===== src/rtl/otter_iobus_pkg.sv =====
// Shared definitions for OTTER IOBUS peripherals: timer register offsets,
// control-bit positions and the packed control-register layout.
package otter_iobus_pkg;

   // Word offsets within a peripheral's 32-byte window (IOBUS_ADDR[4:2]).
   localparam logic [2:0] TMR_CTRL     = 3'd0;
   localparam logic [2:0] TMR_PRESCALE = 3'd1;
   localparam logic [2:0] TMR_COMPARE  = 3'd2;
   localparam logic [2:0] TMR_COUNT    = 3'd3;
   localparam logic [2:0] TMR_STATUS   = 3'd4;

   localparam int unsigned CTRL_EN          = 0;
   localparam int unsigned CTRL_AUTO_RELOAD = 1;
   localparam int unsigned CTRL_IRQ_EN      = 2;
   localparam int unsigned CTRL_W           = 3;

   // Field order mirrors the CTRL bit indices above (en is bit 0).
   typedef struct packed {
      logic irq_en;
      logic auto_reload;
      logic en;
   } tmr_ctrl_t;

   function automatic logic iobus_hit(input logic [31:0] addr, input logic [31:0] base);
      return addr[31:5] == base[31:5];
   endfunction

endpackage


===== src/rtl/otter_iobus_timer_if.sv =====
// IOBUS signal bundle between the CPU memory stage (master) and a peripheral (slave).
interface otter_iobus_timer_if;
   // No valid/ready pair: IOBUS_WR is a one-cycle write strobe taken at the
   // rising edge; reads are implicit every cycle, with IOBUS_IN returned one
   // cycle after IOBUS_ADDR is presented and zero when the address misses.
   logic [31:0] IOBUS_ADDR;
   logic [31:0] IOBUS_OUT;
   logic        IOBUS_WR;
   logic [31:0] IOBUS_IN;

   modport master (
      output IOBUS_ADDR,
      output IOBUS_OUT,
      output IOBUS_WR,
      input  IOBUS_IN
   );

   modport slave (
      input  IOBUS_ADDR,
      input  IOBUS_OUT,
      input  IOBUS_WR,
      output IOBUS_IN
   );
endinterface


===== src/rtl/otter_prescaler.sv =====
// Programmable clock divider: one-cycle tick every prescale+1 enabled cycles.
module otter_prescaler #(
   parameter int unsigned PRESCALE_W = 16
) (
   input  logic                  CLK,
   input  logic                  RESET_N,
   input  logic                  en,
   input  logic [PRESCALE_W-1:0] prescale,
   input  logic                  clear,
   output logic                  tick
);

   localparam logic [PRESCALE_W-1:0] PCNT_ONE = PRESCALE_W'(1);

   logic [PRESCALE_W-1:0] pcnt;

   // Tick is decoded from the current count so it lines up with the edge
   // that consumes it; a clear on that same edge does not cancel it.
   assign tick = en && (pcnt == prescale);

   always_ff @(posedge CLK or negedge RESET_N) begin
      if (!RESET_N) begin
         pcnt <= '0;
      end else if (clear || !en || tick) begin
         pcnt <= '0;
      end else begin
         pcnt <= pcnt + PCNT_ONE;
      end
   end

endmodule


===== src/rtl/otter_iobus_timer.sv =====
// IOBUS timer/compare peripheral: decode, register file, count/compare logic,
// registered read data and a level interrupt on compare match.
module otter_iobus_timer
   import otter_iobus_pkg::*;
#(
   parameter logic [31:0] BASE_ADDR  = 32'h1100_0100,
   parameter int unsigned PRESCALE_W = 16
) (
   input  logic                CLK,
   input  logic                RESET_N,
   otter_iobus_timer_if.slave  bus,
   output logic                INTR
);

   logic                  hit;
   logic [2:0]            offset;
   logic                  wr_hit;
   logic                  wr_ctrl;
   logic                  wr_prescale;
   logic                  wr_compare;
   logic                  wr_count;
   logic                  wr_status;

   tmr_ctrl_t             ctrl;
   logic [PRESCALE_W-1:0] prescale;
   logic [31:0]           compare;
   logic [31:0]           count;
   logic                  match;
   logic [31:0]           rd_q;
   logic [31:0]           rd_data;

   logic                  presc_clear;
   logic                  tick;
   logic [31:0]           cnt_nxt;
   logic                  cmp_hit;
   logic                  unused_addr_lsbs;

   assign unused_addr_lsbs = ^bus.IOBUS_ADDR[1:0];

   assign hit         = iobus_hit(bus.IOBUS_ADDR, BASE_ADDR);
   assign offset      = bus.IOBUS_ADDR[4:2];
   assign wr_hit      = bus.IOBUS_WR && hit;
   assign wr_ctrl     = wr_hit && (offset == TMR_CTRL);
   assign wr_prescale = wr_hit && (offset == TMR_PRESCALE);
   assign wr_compare  = wr_hit && (offset == TMR_COMPARE);
   assign wr_count    = wr_hit && (offset == TMR_COUNT);
   assign wr_status   = wr_hit && (offset == TMR_STATUS);

   // Reprogramming the divide ratio or stopping the timer restarts the prescale phase.
   assign presc_clear = wr_prescale || (wr_ctrl && !bus.IOBUS_OUT[CTRL_EN]);

   otter_prescaler #(
      .PRESCALE_W (PRESCALE_W)
   ) u_prescaler (
      .CLK      (CLK),
      .RESET_N  (RESET_N),
      .en       (ctrl.en),
      .prescale (prescale),
      .clear    (presc_clear),
      .tick     (tick)
   );

   // A CPU write to COUNT on a tick edge overrides the increment and suppresses the compare.
   assign cnt_nxt = count + 32'd1;
   assign cmp_hit = tick && !wr_count && (cnt_nxt == compare);

   always_ff @(posedge CLK or negedge RESET_N) begin
      if (!RESET_N) begin
         ctrl     <= '0;
         prescale <= '0;
         compare  <= '0;
         count    <= '0;
         match    <= 1'b0;
         rd_q     <= '0;
      end else begin
         if (wr_ctrl) begin
            ctrl <= tmr_ctrl_t'(bus.IOBUS_OUT[CTRL_W-1:0]);
         end
         if (wr_prescale) begin
            prescale <= bus.IOBUS_OUT[PRESCALE_W-1:0];
         end
         if (wr_compare) begin
            compare <= bus.IOBUS_OUT;
         end

         if (wr_count) begin
            count <= bus.IOBUS_OUT;
         end else if (tick) begin
            count <= (cmp_hit && ctrl.auto_reload) ? 32'd0 : cnt_nxt;
         end

         // Set has priority over a same-edge write-1-to-clear.
         if (cmp_hit) begin
            match <= 1'b1;
         end else if (wr_status && bus.IOBUS_OUT[0]) begin
            match <= 1'b0;
         end

         rd_q <= rd_data;
      end
   end

   always_comb begin
      rd_data = '0;
      if (hit) begin
         case (offset)
            TMR_CTRL:     rd_data[CTRL_W-1:0]     = ctrl;
            TMR_PRESCALE: rd_data[PRESCALE_W-1:0] = prescale;
            TMR_COMPARE:  rd_data                 = compare;
            TMR_COUNT:    rd_data                 = count;
            TMR_STATUS:   rd_data[0]              = match;
            default:      rd_data                 = '0;
         endcase
      end
   end

   assign bus.IOBUS_IN = rd_q;
   assign INTR         = match && ctrl.irq_en;

endmodule


===== src/flat_wrapper.sv =====
// flat-port wrapper written by rule: the top's interface ports become plain ports
module otter_iobus_timer_flat import otter_iobus_pkg::*;
#(
   parameter logic [31:0] BASE_ADDR  = 32'h1100_0100,
   parameter int unsigned PRESCALE_W = 16
)
  (CLK, RESET_N, INTR, bus_IOBUS_ADDR, bus_IOBUS_OUT, bus_IOBUS_WR, bus_IOBUS_IN);
  otter_iobus_timer_if bus_i ();
  input  logic CLK;
  input  logic RESET_N;
  output logic INTR;
  input wire logic [$bits(bus_i.IOBUS_ADDR)-1:0] bus_IOBUS_ADDR;
  input wire logic [$bits(bus_i.IOBUS_OUT)-1:0] bus_IOBUS_OUT;
  input wire logic [$bits(bus_i.IOBUS_WR)-1:0] bus_IOBUS_WR;
  output wire logic [$bits(bus_i.IOBUS_IN)-1:0] bus_IOBUS_IN;
  assign bus_i.IOBUS_ADDR = bus_IOBUS_ADDR;
  assign bus_i.IOBUS_OUT = bus_IOBUS_OUT;
  assign bus_i.IOBUS_WR = bus_IOBUS_WR;
  assign bus_IOBUS_IN = bus_i.IOBUS_IN;
  otter_iobus_timer #(.BASE_ADDR(BASE_ADDR), .PRESCALE_W(PRESCALE_W)) u_core (.CLK(CLK), .RESET_N(RESET_N), .bus(bus_i), .INTR(INTR));
endmodule

===== config.mk =====
export PLATFORM = sky130hd
export DESIGN_NAME = otter_iobus_timer_flat
export DESIGN_NICKNAME = d
export VERILOG_FILES = /design/src/rtl/otter_iobus_pkg.sv /design/src/rtl/otter_iobus_timer_if.sv /design/src/rtl/otter_prescaler.sv /design/src/rtl/otter_iobus_timer.sv /design/src/flat_wrapper.sv
export SDC_FILE = /design/constraint.sdc
export NUM_CORES = 1
export LEC_CHECK = 0
export CAP_MARGIN = 20
export CORE_AREA = 2 2 132 134
export CTS_CLUSTER_DIAMETER = 200
export DETAILED_ROUTE_END_ITERATION = 10
export DIE_AREA = 0 0 134 136
export DONT_BUFFER_PORTS = 1
export HOLD_SLACK_MARGIN = 0.02
export MAX_ROUTING_LAYER = met4
export SLEW_MARGIN = 20
export SYNTH_ARGS = -nofsm -noshare
export SYNTH_HDL_FRONTEND = slang
export SYNTH_HIERARCHICAL = 1
export SYNTH_SLANG_ARGS = --single-unit

===== constraint.sdc =====
create_clock -name CLK -period 4.4 [get_ports CLK]
set_clock_uncertainty 0.1 [all_clocks]
set_input_delay 0.88 -clock CLK [delete_from_list [all_inputs] [get_ports CLK]]
set_output_delay 0.88 -clock CLK [all_outputs]
set_load 0.05 [all_outputs]

# --- Word-level counts from Yosys, hierarchy flattened ---
# Cells that the tools add are included.
op_classes:
  add_sub_neg: 2
  n_mul: 0
  div: 0
  magnitude_cmp: 0
  n_eq_ne: 7
  shift: 0
  n_mux: 11
  bitwise_logic: 0
  reduce_logical: 22
op_table:
  columns: ["operator", "n"]
  rows:
  - ["2-to-1 mux 32 bit", 4]
  - ["case mux 13 bit (3 select lines)", 1]
  - ["adder 32 x 1 -> 32 bit (second input constant)", 1]
  - ["equality test 32 bit", 1]
  - ["case mux 16 bit (2 select lines)", 1]
  - ["equality test 27 x 24 -> 1 bit (second input constant)", 1]
  - ["adder 16 x 1 -> 16 bit (second input constant)", 1]
  - ["equality test 16 bit", 1]
  - ["2-to-1 mux 16 bit", 1]
  - ["logical AND 1 bit", 13]
  - ["case mux 2 bit (4 select lines)", 1]
  - ["equality test 3 x 2 -> 1 bit (second input constant)", 2]
  - ["case mux 1 bit (5 select lines)", 1]
  - ["nonzero test 2 bit", 2]
  - ["equality test 3 x 1 -> 1 bit (second input constant)", 1]
  - ["equality test 3 bit (second input constant)", 1]
  - ["logical NOT 1 bit", 3]
  - ["logical NOT 3 bit", 1]
  - ["logical OR 1 bit", 3]
  - ["2-to-1 mux 1 bit", 2]
totals:
  ff_bits: 132
  latch_bits: 0
  ram_bits: 0
  rom_bits: 0
  in_bits: 67
  output_inout_bits: 33
  word_cells: 51
  n_memories: 0

# --- Depth between registers and ports, before layout ---
# Gate-level depths: netlist of the first run.
depth:
  word_depth: 10
  depth_mapped: 14
  depth_no_buf: 13

# --- Modules after synthesis ---
# Netlist of the first run, hierarchy kept.
modules_own_cells:
  columns: ["module", "n_inst", "cells_per_inst", "area_per_inst_um2", "seq_area_each_um2"]
  rows:
  - ["otter_iobus_timer", 1, 687, 6779.0, 2902.8]
  - ["otter_prescaler", 1, 99, 940.9, 400.4]

# --- Least setup slack after synthesis of the first run ---
# OpenSTA, ideal clock, no wires.
synth_timing:
  path_type: "reg-to-reg"
  from: "register u_core.u_prescaler.pcnt[2]"
  to: "register u_core.count[5]"
  setup_ns: 0.120
  arrival_ns: 3.800
  t_required_ns: 4.180
  path_slack_ns: 0.381
  stages_incl_launch_ff: 15
  path_buffers: 1
  period_less_slack_ns: 4.019
  cell_sequence: "dfrtp_1 > xor2_1 > nor4_1 > nand2_1 > nor4_1 > inv_1 > a2111oi_0 > nand3_1 > a311o_1 > nor4_1 > nand4_2 > or2_1 > buf_2 > a21o_1 > a31o_1"
synth_between:
  elab_chain_cells: 8
  elab_cells_between_ends: 9
  cone_classes: "eq/ne: 1; mux: 3; reduce/logical: 5"
synth_lines:
  columns: ["item", "line", "source"]
  rows:
  - ["from (decl)", "otter_prescaler.sv:15", "logic [PRESCALE_W-1:0] pcnt;"]
  - ["from (signal assigned)", "otter_prescaler.sv:27", "pcnt <= pcnt + PCNT_ONE;"]
  - ["equality test 16 bit (*)", "otter_prescaler.sv:19", "assign tick = en && (pcnt == prescale);"]
  - ["logical AND 1 bit (*)", "otter_prescaler.sv:19", null]
  - ["via u_core.tick", "otter_iobus_timer.sv:33", "logic tick;"]
  - ["logical AND 1 bit (2 in a row)", "otter_iobus_timer.sv:65", "assign cmp_hit = tick && !wr_count && (cnt_nxt == compare);"]
  - ["logical AND 1 bit", "otter_iobus_timer.sv:89", "count <= (cmp_hit && ctrl.auto_reload) ? 32'd0 : cnt_nxt;"]
  - ["2-to-1 mux 32 bit", "otter_iobus_timer.sv:89", null]
  - ["2-to-1 mux 32 bit", "otter_iobus_timer.sv:88", "end else if (tick) begin"]
  - ["2-to-1 mux 32 bit", "otter_iobus_timer.sv:86", "if (wr_count) begin"]
  - ["to (signal assigned)", "otter_iobus_timer.sv:87", "count <= bus.IOBUS_OUT;"]
  - ["to (signal assigned)", "otter_iobus_timer.sv:89", null]
  - ["to (decl)", "otter_iobus_timer.sv:27", "logic [31:0] count;"]
# Mark *: on every way through the listed nets, which the timed path passes. The rest lies on a longest branch. The select of a mux whose other input is x is not followed.
# A chain may end at the register's enable or synchronous reset.

# --- Worst setup path after layout of the first run ---
layout_timing:
  from: "register u_core.prescale[11]"
  to: "register u_core.count[14]"
layout_between:
  elab_chain_cells: 8
  elab_cells_between_ends: 9
  cone_classes: "eq/ne: 1; mux: 3; reduce/logical: 5"
layout_lines:
  columns: ["item", "line", "source"]
  rows:
  - ["from (decl)", "otter_iobus_timer.sv:25", "logic [PRESCALE_W-1:0] prescale;"]
  - ["from (signal assigned)", "otter_iobus_timer.sv:80", "prescale <= bus.IOBUS_OUT[PRESCALE_W-1:0];"]
  - ["equality test 16 bit (*)", "otter_prescaler.sv:19", null]
  - ["logical AND 1 bit (*)", "otter_prescaler.sv:19", null]
  - ["via u_core.tick", "otter_iobus_timer.sv:33", null]
  - ["logical AND 1 bit (2 in a row)", "otter_iobus_timer.sv:65", null]
  - ["logical AND 1 bit", "otter_iobus_timer.sv:89", null]
  - ["2-to-1 mux 32 bit", "otter_iobus_timer.sv:89", null]
  - ["2-to-1 mux 32 bit", "otter_iobus_timer.sv:88", null]
  - ["2-to-1 mux 32 bit", "otter_iobus_timer.sv:86", null]
# Marked as above.

==> summary.txt, run 1 <==
Status
  – Status: finished, final reports clean

Logic synthesis
  – Top cell type's share of synthesized area: approximately 43%
  – Cells after Synth: roughly 800
  – Syn_nets: 855
  – Top post-synthesis cells by area: dfrtp_1 43%, mux2_2 9.3%, xnor2_1 5.0%, nor2_1 4.1%, xor2_1 3.3%
  – Synth cell types: 67
  – EDFF count, synth: 0
  – Count leader, synth: dfrtp_1
  – Yosys warning count: 6
  – Yosys reg bits: around 130
  – Top FF cell, synth: dfrtp_1
  – Mapped cell area: about 7700 µm²
  – Synth top cells by count: 132 x dfrtp_1, 85 x nor2_1, 64 x mux2_2
  – Yosys top cell by area: dfrtp_1
  – Register area share after synthesis: 42.8%
  – Syn_area_per_cell: roughly 10 µm²
  – Post-synth ARST share: 100%

Setup path
  – Crit-path slowest cell: dfrtp_1
  – Worst reg2reg path startpoint: u_core/prescale[11]
  – Crit-path leading delay family: simple AND/OR/NAND/NOR gates
  – Register-to-Register Path Depth: 15
  – CP endpoint kind: flip-flop
  – WP buf/inv: 3
  – Startpoint Class: flip-flop
  – CP required: around 4.6 ns
  – Worst-path cell chain: xor2_1, nor4_2, buf_4, nand2_1, nor4_2, inv_1, a2111oi_1, nand3_1, a311o_1, nor4_1, nand4_2, o21ai_2, buf_12, o21ai_0, a31o_2
  – Reg2Reg Setup Slack: about 0.27 ns
  – Crit-path max FO: 18
  – Biggest cell delay along the critical path: roughly 0.44 ns
  – WP data arrival: 4.34 ns
  – CP most frequent cell: nor4_2
  – R2R Path End: u_core/count[14]
  – Critical path class: flip-flop to flip-flop

Timing
  – Fin. Hold Viols: 0
  – Post-layout worst setup margin: 0.269 ns
  – Relative slew slack: between 40% and 50%
  – Worst Max-Slew Pin Slew: 0.858 ns
  – Setup-failing EPs final: 0
  – Max Clock Freq: between 200 and 250 MHz
  – TNS Setup: 0 ns
  – Fin. max-slew vios: 0
  – Tcrit/Tclk final: a little over nine tenths
  – Final min period: a little over 4 ns

Global route
  – All-Layer GR Usage: approximately a quarter
  – Vias in the first global route: about 6,300
  – Initial antenna violation count: 0
  – Gr ovfl total: 0
  – Pin count of the biggest net entering global routing: between 100 and 150
  – Global-route wire length before repair: 35,300 µm

Power and ir drop
  – Max VDD drop: ~0.00026 V
  – Leakage Power: ~3.5 nW
  – Pwr Total: between 2 and 3 mW
  – Pwr per Cell Area: between 300 and 400 nW/µm²

Finish
  – Fin cells: 1,015
  – Final Cell Area: roughly 8600 µm²
  – Ant. Diodes: 0
  – Final nets: roughly 850
  – Layout cells sized above 1: 19.5%
  – Fill cells: roughly 1,500
  – Area Overhead vs Synth: 11.9%

Die
  – Die X: between 100 and 150 µm
  – Initial Util: a little under half
  – DIE HEIGHT: about 140 µm
  – Site row count: 48
  – Core area: approximately 17,000 µm²
  – Area of the die: between 15,000 and 20,000 µm²
  – IO Pins: 100

Place
  – Post-Place Cells: 981
  – Dpl cell area: roughly 8000 µm²
  – IO buf count: 0
  – Detailed Place HPWL: 15,800 µm
  – RD Place Congestion: 0.921
  – Dpl ws: just over 0.1 ns

Detailed routing
  – 1st-iter DRT viols: 471
  – WL final: 22,200 µm
  – Total number of vias: 6,282
  – Antenna-violating nets left: 0
  – DRC Markers: 0
  – DRT Pass-1 Iters: 5
  – WL/cell: 21.9 µm
  – DR vias/cell: roughly 6.2

Clock tree
  – Num CTS Buffers: 17
  – CTS sink cnt: 132
  – CTS tree: built
  – Clock Latency Late Sink: 0.43 ns
  – Root buf cell: clkbuf_16
  – CTS H-tree depth: 4
  – Clk buf depth: 2
  – Clock transition at path regs: approximately 0.060 ns

Min path
  – Worst Hold Class: input port to async pin

Run
  – Max_cap viols: 0
timing repair:
action                     in CTS  in global routing
hold buffers                    0                  0
setup buffers                   0                  2
gates resized for setup         0                  4
setup endpoints to repair       0                 27
logic make-up (layout without fill, tap and decap cells):
kind of cell / after synthesis / in the layout / share of synthesized area [%]
xor+xnor: 73 / 73 / 8.28
fa+ha+maj: 2 / 2 / 0.324
buf+inv: 65 / 69 / 3.60
flops: 132 / 132 / 42.8
simple gates: 290 / 290 / 19.9
mux: 68 / 68 / 10.3
compound gates: 156 / 156 / 14.7
routing by layer:
layer,global-route usage (%),wire (µm),up-vias
met5,-,0,-
met4,9.22,527,0
met3,5.07,1200,52
met2,42.8,11000,244
met1,31.9,9480,3116
li1,-,-,2870
cell type report:
class / instances / area (µm²) / area share, %
clock buffer: 20 / 447 / 5.17
inverter: 11 / 41.3 / 0.478
timing repair buffer: 26 / 208 / 2.40
tap: 225 / 282 / 3.26
clock inverter: 12 / 180 / 2.09
sequential: 132 / 3300 / 38.2
multi-input combinational: 589 / 4180 / 48.4
how the worst max path moves through the flow:
| stage | cells after the start | end | slack (ns) | startpoint |
|---|---|---|---|---|
| after detailed placement | 14 | u_core/count[10] | 0.10 | u_core/u_prescaler/pcnt[8] |
| final | 15 | u_core/count[14] | 0.27 | u_core/prescale[11] |
| after floorplan | 14 | u_core/count[5] | 0.38 | u_core/u_prescaler/pcnt[2] |
| after global placement | 14 | u_core/count[10] | 0.09 | u_core/u_prescaler/pcnt[8] |
| after global routing | 15 | u_core/count[16] | -0.005 | u_core/u_prescaler/pcnt[8] |
| after CTS | 14 | u_core/count[10] | 0.08 | u_core/u_prescaler/pcnt[8] |
flip-flops by register name (all words and copies together) (netlist names):
signal and flops:
u_core/count 32, u_core/compare 32, u_core/match 1, u_core/ctrl 3, u_core/bus.IOBUS_IN 32, u_core/prescale 16
u_core/u_prescaler/pcnt 16
where the power goes:
group	switching (mW)	internal, mW
clock network	0.558	0.964
registers	0.000188	1.21
logic	0.0104	0.00965
cell usage in the layout (no fill, tap or decap), drive strengths merged, types with 4 or more instances in the layout:
cell type	netlist	routed
a21o	8	8
a21oi	13	13
a22oi	32	32
a2bb2oi	4	4
a31o	18	18
a31oi	10	10
and3	5	5
buf	23	26
bufinv	0	4
clkbuf	31	20
clkinv	0	6
dfrtp	132	132
inv	11	11
mux2	64	64
nand2	56	56
nand2b	8	8
nand3	32	32
nand3b	7	7
nand4	16	16
nor2	85	85
nor2b	6	6
nor3	14	14
nor4	25	25
nor4b	4	4
o21ai	30	30
o31ai	8	8
o41ai	14	14
or3	12	12
or4	5	5
xnor2	44	44
xor2	29	29
per-stage QoR:
step	hold WS (ns)	utilization, %
after detailed placement	0.427	47.3
after global routing	0.0237	51.2
after CTS	0.0262	51.0
final	0.0435	51.2
after global placement	0.420	47.3
after floorplan	0.378	-
Power figures use the tool's default switching activity.
==> inputs of run 2 (changes only) <==
Settings changed: CORE_AREA 2 2 132 134 to 2 2 142 144, DIE_AREA 0 0 134 136 to 0 0 144 146, SKIP_LAST_GASP set to 1.
==> run 2 against run 1 <==
Compared with the run above:
- sequential power is essentially flat
- setup slack got worse by 0.036 ns
- final area down 0.12%
- utilization is 6.6 points lower
- wire length down 0.22%
- register-to-register slack got worse by 0.04 ns
- via count is 1.7% lower
- global-route usage is 3.4 points lower
- fmax decreased by 0.86%
- clock power decreased by 7%
==> summary.txt, run 2 (synthesis results as in run 1) <==
Detailed routing
  – WL met2: 10,100 µm (-8.0%)
  – 1st-iter DRT viols: 559 (+19%)
  – Met1 wire length: 10,300 µm (+8.7%)
  – DRC Markers: 0 (unchanged)
  – Total number of vias: 6,178 (-1.7%)
  – DR vias/cell: 5.85 (-5.5%)
  – Routed wl met3: 1370 µm (+15%)
  – DRT Pass-1 Iters: 5 (unchanged)
  – Antenna-violating nets left: 0 (unchanged)
  – Top Layer Used: met4
  – WL/cell: 21.0 µm (-4.1%)
  – WL final: 22,200 µm (-0.22%)

Global route
  – Pin count of the biggest net entering global routing: 133 (unchanged)
  – Global-route wire length before repair: 35,500 µm (+0.37%)
  – Initial antenna violation count: 0 (unchanged)
  – Gr ovfl total: 0 (unchanged)
  – Vias in the first global route: 6,155 (-2.7%)
  – All-Layer GR Usage: 22.5% (-3.4 points)

Setup path
  – Critical path class: flip-flop to flip-flop
  – Worst reg2reg path startpoint: u_core/prescale[11]
  – WP data arrival: 4.39 ns (+0.05 ns)
  – Crit-path max FO: 5 (-13)
  – CP endpoint kind: flip-flop
  – Startpoint Class: flip-flop
  – Critical path launch point: u_core/prescale[11]
  – CP required: 4.62 ns (about the same)

Place
  – Dpl cell area: 8050 µm² (+0.85%)
  – Detailed Place HPWL: 15,800 µm (+0.21%)
  – Dpl ws: 0.285 ns (+0.183 ns)
  – IO buf count: 0 (unchanged)
  – RD Place Congestion: 0.918 (-0.30%)

Timing
  – TNS Setup: 0 ns (unchanged)
  – Post-layout worst setup margin: 0.233 ns (-0.0358 ns)
  – Fin. Hold Viols: 0 (unchanged)
  – Worst Max-Slew Pin Slew: 1.07 ns (+0.209 ns)
  – RSZ-0062 raised after global routing: no
  – Setup-failing EPs final: 0 (unchanged)
  – Final min period: 4.17 ns (+0.0358 ns)
  – Max Clock Freq: 240 MHz (-0.86%)
  – Tcrit/Tclk final: 94.7% (+0.81 points)
  – Fin. max-slew vios: 0 (unchanged)
  – Worst Hold Slack: 0.0406 ns (-0.00289 ns)
  – Relative slew slack: 28.8% (-14 points)

Finish
  – Most frequent cells in the layout: 132 x dfrtp_1, 85 x nor2_1, 64 x mux2_2, 56 x nand2_1, 44 x xnor2_1
  – Layout cells sized above 1: 19.2% (-0.28 points)
  – Most common cell after layout, fill and taps aside: dfrtp_1
  – Ant. Diodes: 0 (unchanged)
  – Core Util, Final: 44.6% (-6.6 points)
  – Area Overhead vs Synth: 11.8%
  – Final nets: 848 (+0.24%)
  – Final Cell Area: 8630 µm² (-0.12%)

Die
  – IO Pins: 100 (unchanged)
  – Area of the die: 21,000 µm² (+15%)
  – Initial Util: 39.9% (-5.8 points)
  – Core area: 19,300 µm² (+15%)
  – DIE HEIGHT: 146 µm (+7.4%)
  – Site row count: 51 (+6.3%)
  – Die X: 144 µm (+7.5%)

Clock tree
  – CTS H-tree depth: 4 (unchanged)
  – Clock transition at path regs: 0.06 ns (about the same)
  – Hold_buf cts: 0 (unchanged)
  – CTS sink cnt: 132 (unchanged)
  – Post_cts resized: 0 (unchanged)
  – Num CTS Buffers: 17 (unchanged)
  – Postcts setup bufs: 0 (unchanged)
  – Clk buf depth: 2 (unchanged)
  – Root buf cell: clkbuf_16
  – CTS tree: built
  – Clock Latency Late Sink: 0.43 ns (about the same)

Status
  – Status: finished, final reports clean

Power and ir drop
  – Leakage Power: 3.55 nW (about the same)
  – Max VDD drop: 0.000266 V (+1.7%)
  – Pwr per Cell Area: 307 nW/µm² (-3.7%)

Min path
  – Worst Hold Class: input port to async pin

Run
  – Max_cap viols: 0 (unchanged)
## run 2: final timing paths
kind	to	slack, ns	cells after the start
hold reg to reg	u_core/u_prescaler/pcnt[0]	0.43	1
setup reg to reg	u_core/count[3]	0.23	16
min in group CLK	u_core/u_prescaler/pcnt[0]	0.43	1
max in group asynchronous	u_core/count[29]	3.85	0
setup / recovery	u_core/count[3]	0.23	16
hold / removal	u_core/bus.IOBUS_IN[28]	0.04	0
## run 2: area by class of cell
type	instances	area, µm²
fillers	1855	10700
multi-input cells	589	4160
flip-flops and latches	132	3300
clock buffers	19	453
well taps	265	332
repair buffers	28	210
clock inverters	12	129
inverters	11	41.3
## run 2: through the flow
step	power [mW]	cells
floorplan	1.26	786
detailed placement	1.26	1025
global route	2.73	1056
finish	2.65	1056
CTS	2.68	1056
global placement	1.26	1025
## run 2: where the power goes
group / switching (mW) / internal, mW / total, mW / leakage (nW)
logic: 0.0110 / 0.00983 / 0.0209 / 1.47
clock network: 0.557 / 0.860 / 1.42 / 0.281
registers: 0.000181 / 1.21 / 1.21 / 1.79
total: 0.568 / 2.08 / 2.65 / 3.55
## run 2: worst max-delay path, stage by stage (launching register included)
cell       delay [ns]
dfrtp_1          0.41
xor2_1           0.18
nor4_1           0.33
buf_4            0.18
nand2_1          0.10
nor4_2           0.44
inv_1            0.10
a2111oi_0        0.29
nand3_1          0.20
a311o_1          0.35
nor4_1           0.32
nand4_2          0.20
buf_4            0.19
nor2_1           0.12
buf_4            0.18
o21ai_0          0.09
a31o_2           0.26
## run 2: metal layers
layer,vias up,GRT usage [%]
li1,2871,-
met1,3069,31.2
met2,210,33.4
met3,28,5.00
met4,0,6.18
met5,-,-
==> inputs of run 3 (changes only) <==
Settings changed: TNS_END_PERCENT set to 10.
==> results of run 3 <==
Same layout as run 2: the final DEF is identical, and so are final timing and power.
